<file path="config.mk">
export PLATFORM = sky130hd
export DESIGN_NAME = tx_byte_scheduler
export DESIGN_NICKNAME = d
export VERILOG_FILES = /design/src/rtl/tx_byte_scheduler.sv
export SDC_FILE = /design/constraint.sdc
export NUM_CORES = 1
export LEC_CHECK = 0
export ABC_CLOCK_PERIOD_IN_PS = 3300
export BUFFER_PORTS_ARGS = -buffer_cell sky130_fd_sc_hd__buf_2
export CAP_MARGIN = 20
export CORE_MARGIN = 1.5
export CORE_UTILIZATION = 40
export CTS_CLUSTER_SIZE = 25
export DETAILED_ROUTE_END_ITERATION = 8
export PLACE_DENSITY = 0.72
export SETUP_SLACK_MARGIN = 0.02
export SYNTH_ARGS = -nofsm -noshare
export SYNTH_HDL_FRONTEND = slang
export SYNTH_SLANG_ARGS = --single-unit
</file>
<file path="constraint.sdc">
create_clock -name clk_4f -period 3.3 [get_ports clk_4f]
set_clock_uncertainty 0.1 [all_clocks]
set_input_delay 0.495 -clock clk_4f [delete_from_list [all_inputs] [get_ports clk_4f]]
set_output_delay 0.495 -clock clk_4f [all_outputs]
set_load 0.01 [all_outputs]
</file>
<file path="src/rtl/tx_byte_scheduler.sv">
// tx_byte_scheduler: packet-level round-robin scheduler for the PHY transmit byte path.
// Sends one granted byte per cycle, or the idle symbol 8'hBC, and inserts periodic skip windows.
//
// Ports:
//   clk_4f                byte clock
//   reset                 async active-low reset
//   enable                permits new grants (sampled in IDLE only)
//   req_valid/data/last   per-requester byte stream (data byte i in [8i+7:8i])
//   req_ready             combinational accept strobe, granted requester only
//   data_out/valid_out    registered byte to serializer (BC / 0 when idle)
//   grant_id              registered index of current/last grant
//   busy                  registered, high in SEND or SKP
module tx_byte_scheduler #(
  parameter int NREQ         = 2,
  parameter int SKP_INTERVAL = 16,
  parameter int SKP_LEN      = 2
) (
  input  logic              clk_4f,
  input  logic              reset,
  input  logic              enable,
  input  logic [NREQ-1:0]   req_valid,
  input  logic [8*NREQ-1:0] req_data,
  input  logic [NREQ-1:0]   req_last,
  output logic [NREQ-1:0]   req_ready,
  output logic [7:0]        data_out,
  output logic              valid_out,
  output logic [1:0]        grant_id,
  output logic              busy
);

  typedef enum logic [1:0] {
    S_IDLE = 2'd0,
    S_SEND = 2'd1,
    S_SKP  = 2'd2
  } state_t;

  localparam logic [7:0] COM     = 8'hBC;
  localparam logic [7:0] CNT_MAX = 8'(SKP_INTERVAL);
  localparam logic [2:0] SKP_END = 3'(SKP_LEN - 1);

  state_t      r_state;
  logic [7:0]  r_data;
  logic        r_vld;
  logic [1:0]  r_grant;
  logic        r_busy;
  logic [1:0]  r_rr;
  logic [7:0]  r_cnt;
  logic [2:0]  r_skc;

  logic [NREQ-1:0] w_ready;
  logic [7:0]      w_byte;
  logic            w_last;
  logic            w_xfer;
  logic            w_any;
  logic [1:0]      w_sel;
  logic [2:0]      w_idx;
  logic [1:0]      w_rr_nxt;

  // Mux the granted requester's byte; ready only while sending.
  always_comb begin
    w_ready = '0;
    w_byte  = COM;
    w_last  = 1'b0;
    for (int i = 0; i < NREQ; i++) begin
      if (r_state == S_SEND && r_grant == 2'(i)) begin
        w_ready[i] = 1'b1;
        w_byte     = req_data[8*i +: 8];
        w_last     = req_last[i];
      end
    end
  end

  assign w_xfer    = |(w_ready & req_valid);
  assign req_ready = w_ready;

  // Rotating priority: first valid requester at or after r_rr, mod NREQ.
  always_comb begin
    w_any = 1'b0;
    w_sel = '0;
    w_idx = '0;
    for (int k = 0; k < NREQ; k++) begin
      w_idx = {1'b0, r_rr} + 3'(k);
      if (w_idx >= 3'(NREQ)) w_idx = w_idx - 3'(NREQ);
      for (int i = 0; i < NREQ; i++) begin
        if (!w_any && w_idx == 3'(i) && req_valid[i]) begin
          w_any = 1'b1;
          w_sel = 2'(i);
        end
      end
    end
  end

  assign w_rr_nxt = (r_grant == 2'(NREQ - 1)) ? 2'd0 : r_grant + 2'd1;

  always_ff @(posedge clk_4f or negedge reset) begin
    if (!reset) begin
      r_state <= S_IDLE;
      r_data  <= COM;
      r_vld   <= 1'b0;
      r_grant <= 2'd0;
      r_busy  <= 1'b0;
      r_rr    <= 2'd0;
      r_cnt   <= 8'd0;
      r_skc   <= 3'd0;
    end else begin
      r_data <= COM;
      r_vld  <= 1'b0;
      unique case (r_state)
        S_IDLE: begin
          // A due skip wins over both arbitration and enable.
          if (r_cnt >= CNT_MAX) begin
            r_state <= S_SKP;
            r_skc   <= 3'd0;
            r_busy  <= 1'b1;
          end else if (enable && w_any) begin
            r_state <= S_SEND;
            r_grant <= w_sel;
            r_busy  <= 1'b1;
          end
        end
        S_SEND: begin
          if (w_xfer) begin
            r_data <= w_byte;
            r_vld  <= 1'b1;
            if (r_cnt < CNT_MAX) r_cnt <= r_cnt + 8'd1;
            if (w_last) begin
              r_state <= S_IDLE;
              r_busy  <= 1'b0;
              r_rr    <= w_rr_nxt;
            end
          end
        end
        S_SKP: begin
          if (r_skc == SKP_END) begin
            r_state <= S_IDLE;
            r_busy  <= 1'b0;
            r_cnt   <= 8'd0;
          end else begin
            r_skc <= r_skc + 3'd1;
          end
        end
        default: begin
          r_state <= S_IDLE;
          r_busy  <= 1'b0;
        end
      endcase
    end
  end

  assign data_out  = r_data;
  assign valid_out = r_vld;
  assign grant_id  = r_grant;
  assign busy      = r_busy;

endmodule

</file>
# After elaboration in Yosys (flattened, before gate mapping)
# Cells that the tools add are included.
# classes
n_mul,0
n_reduce_logical,25
shift,0
n_lt_le_gt_ge,4
n_div,0
mux,39
eq_ne,13
addsub,6
bitwise_logic,2
# op_table
cell,n
2-to-1 mux 8 bit,7
2-to-1 mux 1 bit,16
2-to-1 mux 2 bit,8
case mux 8 bit (2 select lines),1
2-to-1 mux 3 bit,4
logical AND 1 bit,10
"!= test 2 bit, second input constant",5
"== test 3 x 1 -> 1 bit, second input constant",3
AND reduction 3 bit,3
"adder 8 x 1 -> 8 bit, second input constant",1
"greater-or-equal comparator 8 x 5 -> 1 bit, second input constant",1
"< comparator 8 x 5 -> 1 bit, second input constant",1
AND reduction 4 bit,2
zero test 3 bit,2
case mux 2 bit (3 select lines),1
case mux 3 bit (2 select lines),1
"== test 2 x 1 -> 1 bit, second input constant",2
zero test 2 bit,2
nonzero test 2 bit,2
"adder 2 x 1 -> 3 bit, second input constant",1
"adder 3 x 1 -> 3 bit, second input constant",1
"greater-or-equal comparator 3 x 2 -> 1 bit, second input constant",1
zero test 1 bit,3
"!= test 3 bit, second input constant",1
10 further kinds,10
# totals
latch_bits,0
regBits,27
romBits,0
n_memories,0
mem_bits_rw,0
wordCells,97

# Longest topological paths before layout
# depth
word_depth,21
mapped_depth,6
mapped_depth_nobuf,6

# Worst setup path after synthesis
# OpenSTA, ideal clock, no wires.
# synth_path
path_type,register to register
from,register r_cnt[7]
to,register r_cnt[3]
t_arrival_ns,1.467
t_required_ns,3.059
path_buffers,1
period_less_slack_ns,1.708
path_stages_with_launch,6
setup_slack_ns,1.592
setup_time_ns,0.141
cell_sequence,dfrtp_1 > or4_1 > buf_2 > nor4_4 > xnor2_1 > nor2_2
# synth_via
elab_chain_cells,3
# synth_rtl
element,line,text
start: declaration,47,logic [7:0] r_cnt;
start signal: assignment,125,if (r_cnt < CNT_MAX) r_cnt <= r_cnt + 8'd1;
< comparator 8 x 5 -> 1 bit,125,
!= test 2 x 1 -> 1 bit (no line),--,
AND reduction 4 bit (no line),--,
# Every way passes these cells.
# A chain may end at the register's enable or synchronous reset.

# Final worst setup path
# layout_path
from,"register r_grant[0], in the netlist grant_id[0]"
to,output port req_ready[1]
# layout_via
elab_chain_cells,3
# layout_rtl
element,line,text
start: declaration,44,logic [1:0] r_grant;
start signal: assignment,117,r_grant <= w_sel;
== test 2 x 1 -> 1 bit,65,if (r_state == S_SEND && r_grant == 2'(i)) begin
logical AND 1 bit,65,
2-to-1 mux 1 bit,65,
end: declaration,24,"output logic [NREQ-1:0] req_ready,"
# Every way passes these cells.

==> summary.md <==
| Metric | Value |
|---|---|
| Outcome | `finished, final reports clean` |
| CTS Hold Bufs | `0` |
| Drt initial violations | `17` |
| Yosys warning total | `0` |
| Most numerous cell in the Yosys netlist | `dfrtp_1` |
| Register area | `632 um^2` |
| Critical path's slowest cell | `dfrtp_1` |
| Total wire length | `2500 um` |
| Multi-input combinational cell area | `562 um^2` |
| Reg-to-reg endpoint | `r_cnt[1]` |
| Core Rows | `20` |
| Worst Setup EP | `req_ready[1]` |
| CP delay by family, top | `flip-flops` |
| Root buffer cell | `clkbuf_4` |
| Top_reg_cell synth | `dfrtp_1` |
| Post-CTS setup buffers | `0` |
| PD cells | `767 nW/um^2` |
| Pins Over Slew Limit | `0` |
| Layout fillers | `a little under 300` |
| PostCTS Resize Cnt | `0` |
| Place WS | `between 1000 and 1500 ps` |
| Sequential cell area fraction in the yosys report | `0.511` |
| Cell taking the most area after synthesis | `dfrtp_1` |
| Final worst slack | `roughly 1200 ps` |
| Core ar. | `about 3000 um^2` |
| RSZ-0062 raised after global routing | `false` |
| Layout net count | `178` |
| Clock sink count | `25` |
| Critical Path AT | `1500 ps` |
| Critical Path End Type | `output pin` |
| Die Wd | `between 50 and 60 um` |
| Crit path required time | `~2700 ps` |
| CTS tree | `built` |
| Worst VDD drop | `0.358 mV` |
| RePlAce Congestion | `0.758` |
| Critical Path Source | `grant_id[0]` |
| # DRC | `0` |
| Number of global-route vias before repair | `between 900 and 1000` |
| CP startpoint kind | `flop` |
| Initial antenna violation count | `0` |
| Fin. Hold Viols | `0` |
| Area grow syn2layout | `17.6%` |
| Highest Clock Rate | `477 MHz` |
| GRT Overall Usage | `0.164` |
| Final setup fails | `0` |
| Setup TNS | `0 ps` |
| Hold Path Class | `input pin to asynchronous set/reset pin` |
| Avg WL per Cell | `~14 um` |
| Ant. Diodes | `0` |
| Crit path kind | `flop to output pin` |
| Unique cell type count in the Yosys netlist | `38` |
| Largest net degree at the start of global routing | `26` |
| Total number of vias | `~960` |
| Tightest Pin Transition | `between 700 and 800 ps` |
| Net Count, Synth | `between 100 and 150` |
| CP max stage delay | `approximately 750 ps` |
| Buf/Inv on CP | `2` |
| First-pass GRT wire length | `about 4200 um` |
| Post-route ant nets | `0` |
| Top cells by instance count after synthesis | `dfrtp_1 (20), nor2_1 (11), nand2_1 (10)` |
| Total grt overflow | `0` |
| Reg clk slew, reported paths | `roughly 130 ps` |
| Drt pass-1 iters | `4` |
| Max Buffers Root-to-Sink | `2` |
| Ranking of synthesized cells by area | `dfrtp_1 (40%), dfstp_2 (11%), mux2i_1 (7.3%)` |
| Vias per cell | `~5.3` |
| EDFF count, synth | `0` |
| Die ar. | `about 3400 um^2` |
| IO Pins | `37` |
| Period utilization | `0.635` |
| Starting Density | `0.412` |
| # port buffers | `35` |
| R2r setup slk | `1370 ps` |
| Stages on the worst setup path | `3` |
| Tmin final | `2100 ps` |
| CP Cell Sequence | `inv_2, nor2_1, buf_2` |
| Synth Cell Area | `1240 um^2` |
| Die Y | `58.6 um` |
| Worst-Skew Late Latency | `320 ps` |
| Synth Instances | `between 100 and 150` |
| Maxcap violations | `0` |
| Worst reg2reg path startpoint | `r_skc[1]` |
| Ys async rst share | `1.00` |
| CTS Buf Count | `3` |
| Layout cell share with drive strength beyond 1 | `0.333` |
| Synth top area share | `0.404` |
| HPWL Detailed | `about 1900 um` |
| Slew headroom | `0.486` |
| FF-to-FF path depth | `6` |
| Worst-path fanout max | `14` |
| CTS H-tree depth | `1` |
| Leak | `0.705 nW` |
| Mapped Avg Cell Area | `around 11 um^2` |
| FF+latch count, synth | `25` |
## power breakdown
part | total [mW] | leakage [nW] | switching [mW] | internal, mW
registers | 0.527 | 0.310 | 0.117 | 0.410
clock network | 0.137 | 0.0150 | 0.0901 | 0.0474
logic | 0.452 | 0.379 | 0.235 | 0.217
total | 1.12 | 0.705 | 0.442 | 0.674
## sequential cells by signal, summed over array words and instances, names as in the netlist
register,count
busy,1
r_skc,3
grant_id,1
r_rr,1
r_cnt,8
valid_out,1
data_out,8
r_state,2
## layout by cell type (no fill, tap or decap), types with 4 or more instances in the layout
cell / instances
nand2_1: 10
nor2_1: 11
nor2b_1: 7
ha_1: 4
mux2i_1: 9
dfstp_2: 5
dfrtp_1: 20
nor3_1: 4
buf_2: 35
## metal layers
layer  vias up  part of all wire  track usage
met5         -                 0            0
met4         0             0.016       0.0682
met3         4             0.064       0.0374
met2        40              0.50        0.270
met1       446              0.42        0.208
li1        474                 -            -
## kinds of logic after synthesis
group / Yosys count / share of synthesized area
and+or+nand+nor: 46 / 0.203
AOI/OAI and AO/OA: 17 / 0.102
other: 1 / 0.00303
buffers and inverters: 10 / 0.0354
adders and majority gates: 4 / 0.0404
DFF: 25 / 0.511
muxes: 11 / 0.0910
xor gates and xnor gates: 2 / 0.0142
## stage by stage
step                      cells  power (mW)  cell area (um^2)  utilization  hold slack, ps
after floorplan             116       0.853              1240            -            99.4
after global placement      179       0.963              1430        0.476             364
after detailed placement    179       0.988              1430        0.476             372
after CTS                   183        1.13              1460        0.485            56.9
after global routing        183        1.21              1460        0.485            61.6
final                       183        1.12              1460        0.485            39.5
## cell type report
type                    instances  area share
flip-flops and latches         25       0.434
multi-input cells              81       0.386
repair buffers                 35       0.120
well taps                      33      0.0284
clock buffers                   4      0.0181
inverters                       5      0.0129
## worst min-delay path by stage
stage / end / slack (ps)
6_report: r_skc[2] / 40
5_1_grt: r_skc[2] / 60
4_1_cts: r_skc[2] / 60
3_5_place_dp: r_rr[0] / 370
3_3_place_gp: r_rr[0] / 360
2_1_floorplan: busy / 100
Power figures use the tool's default switching activity.
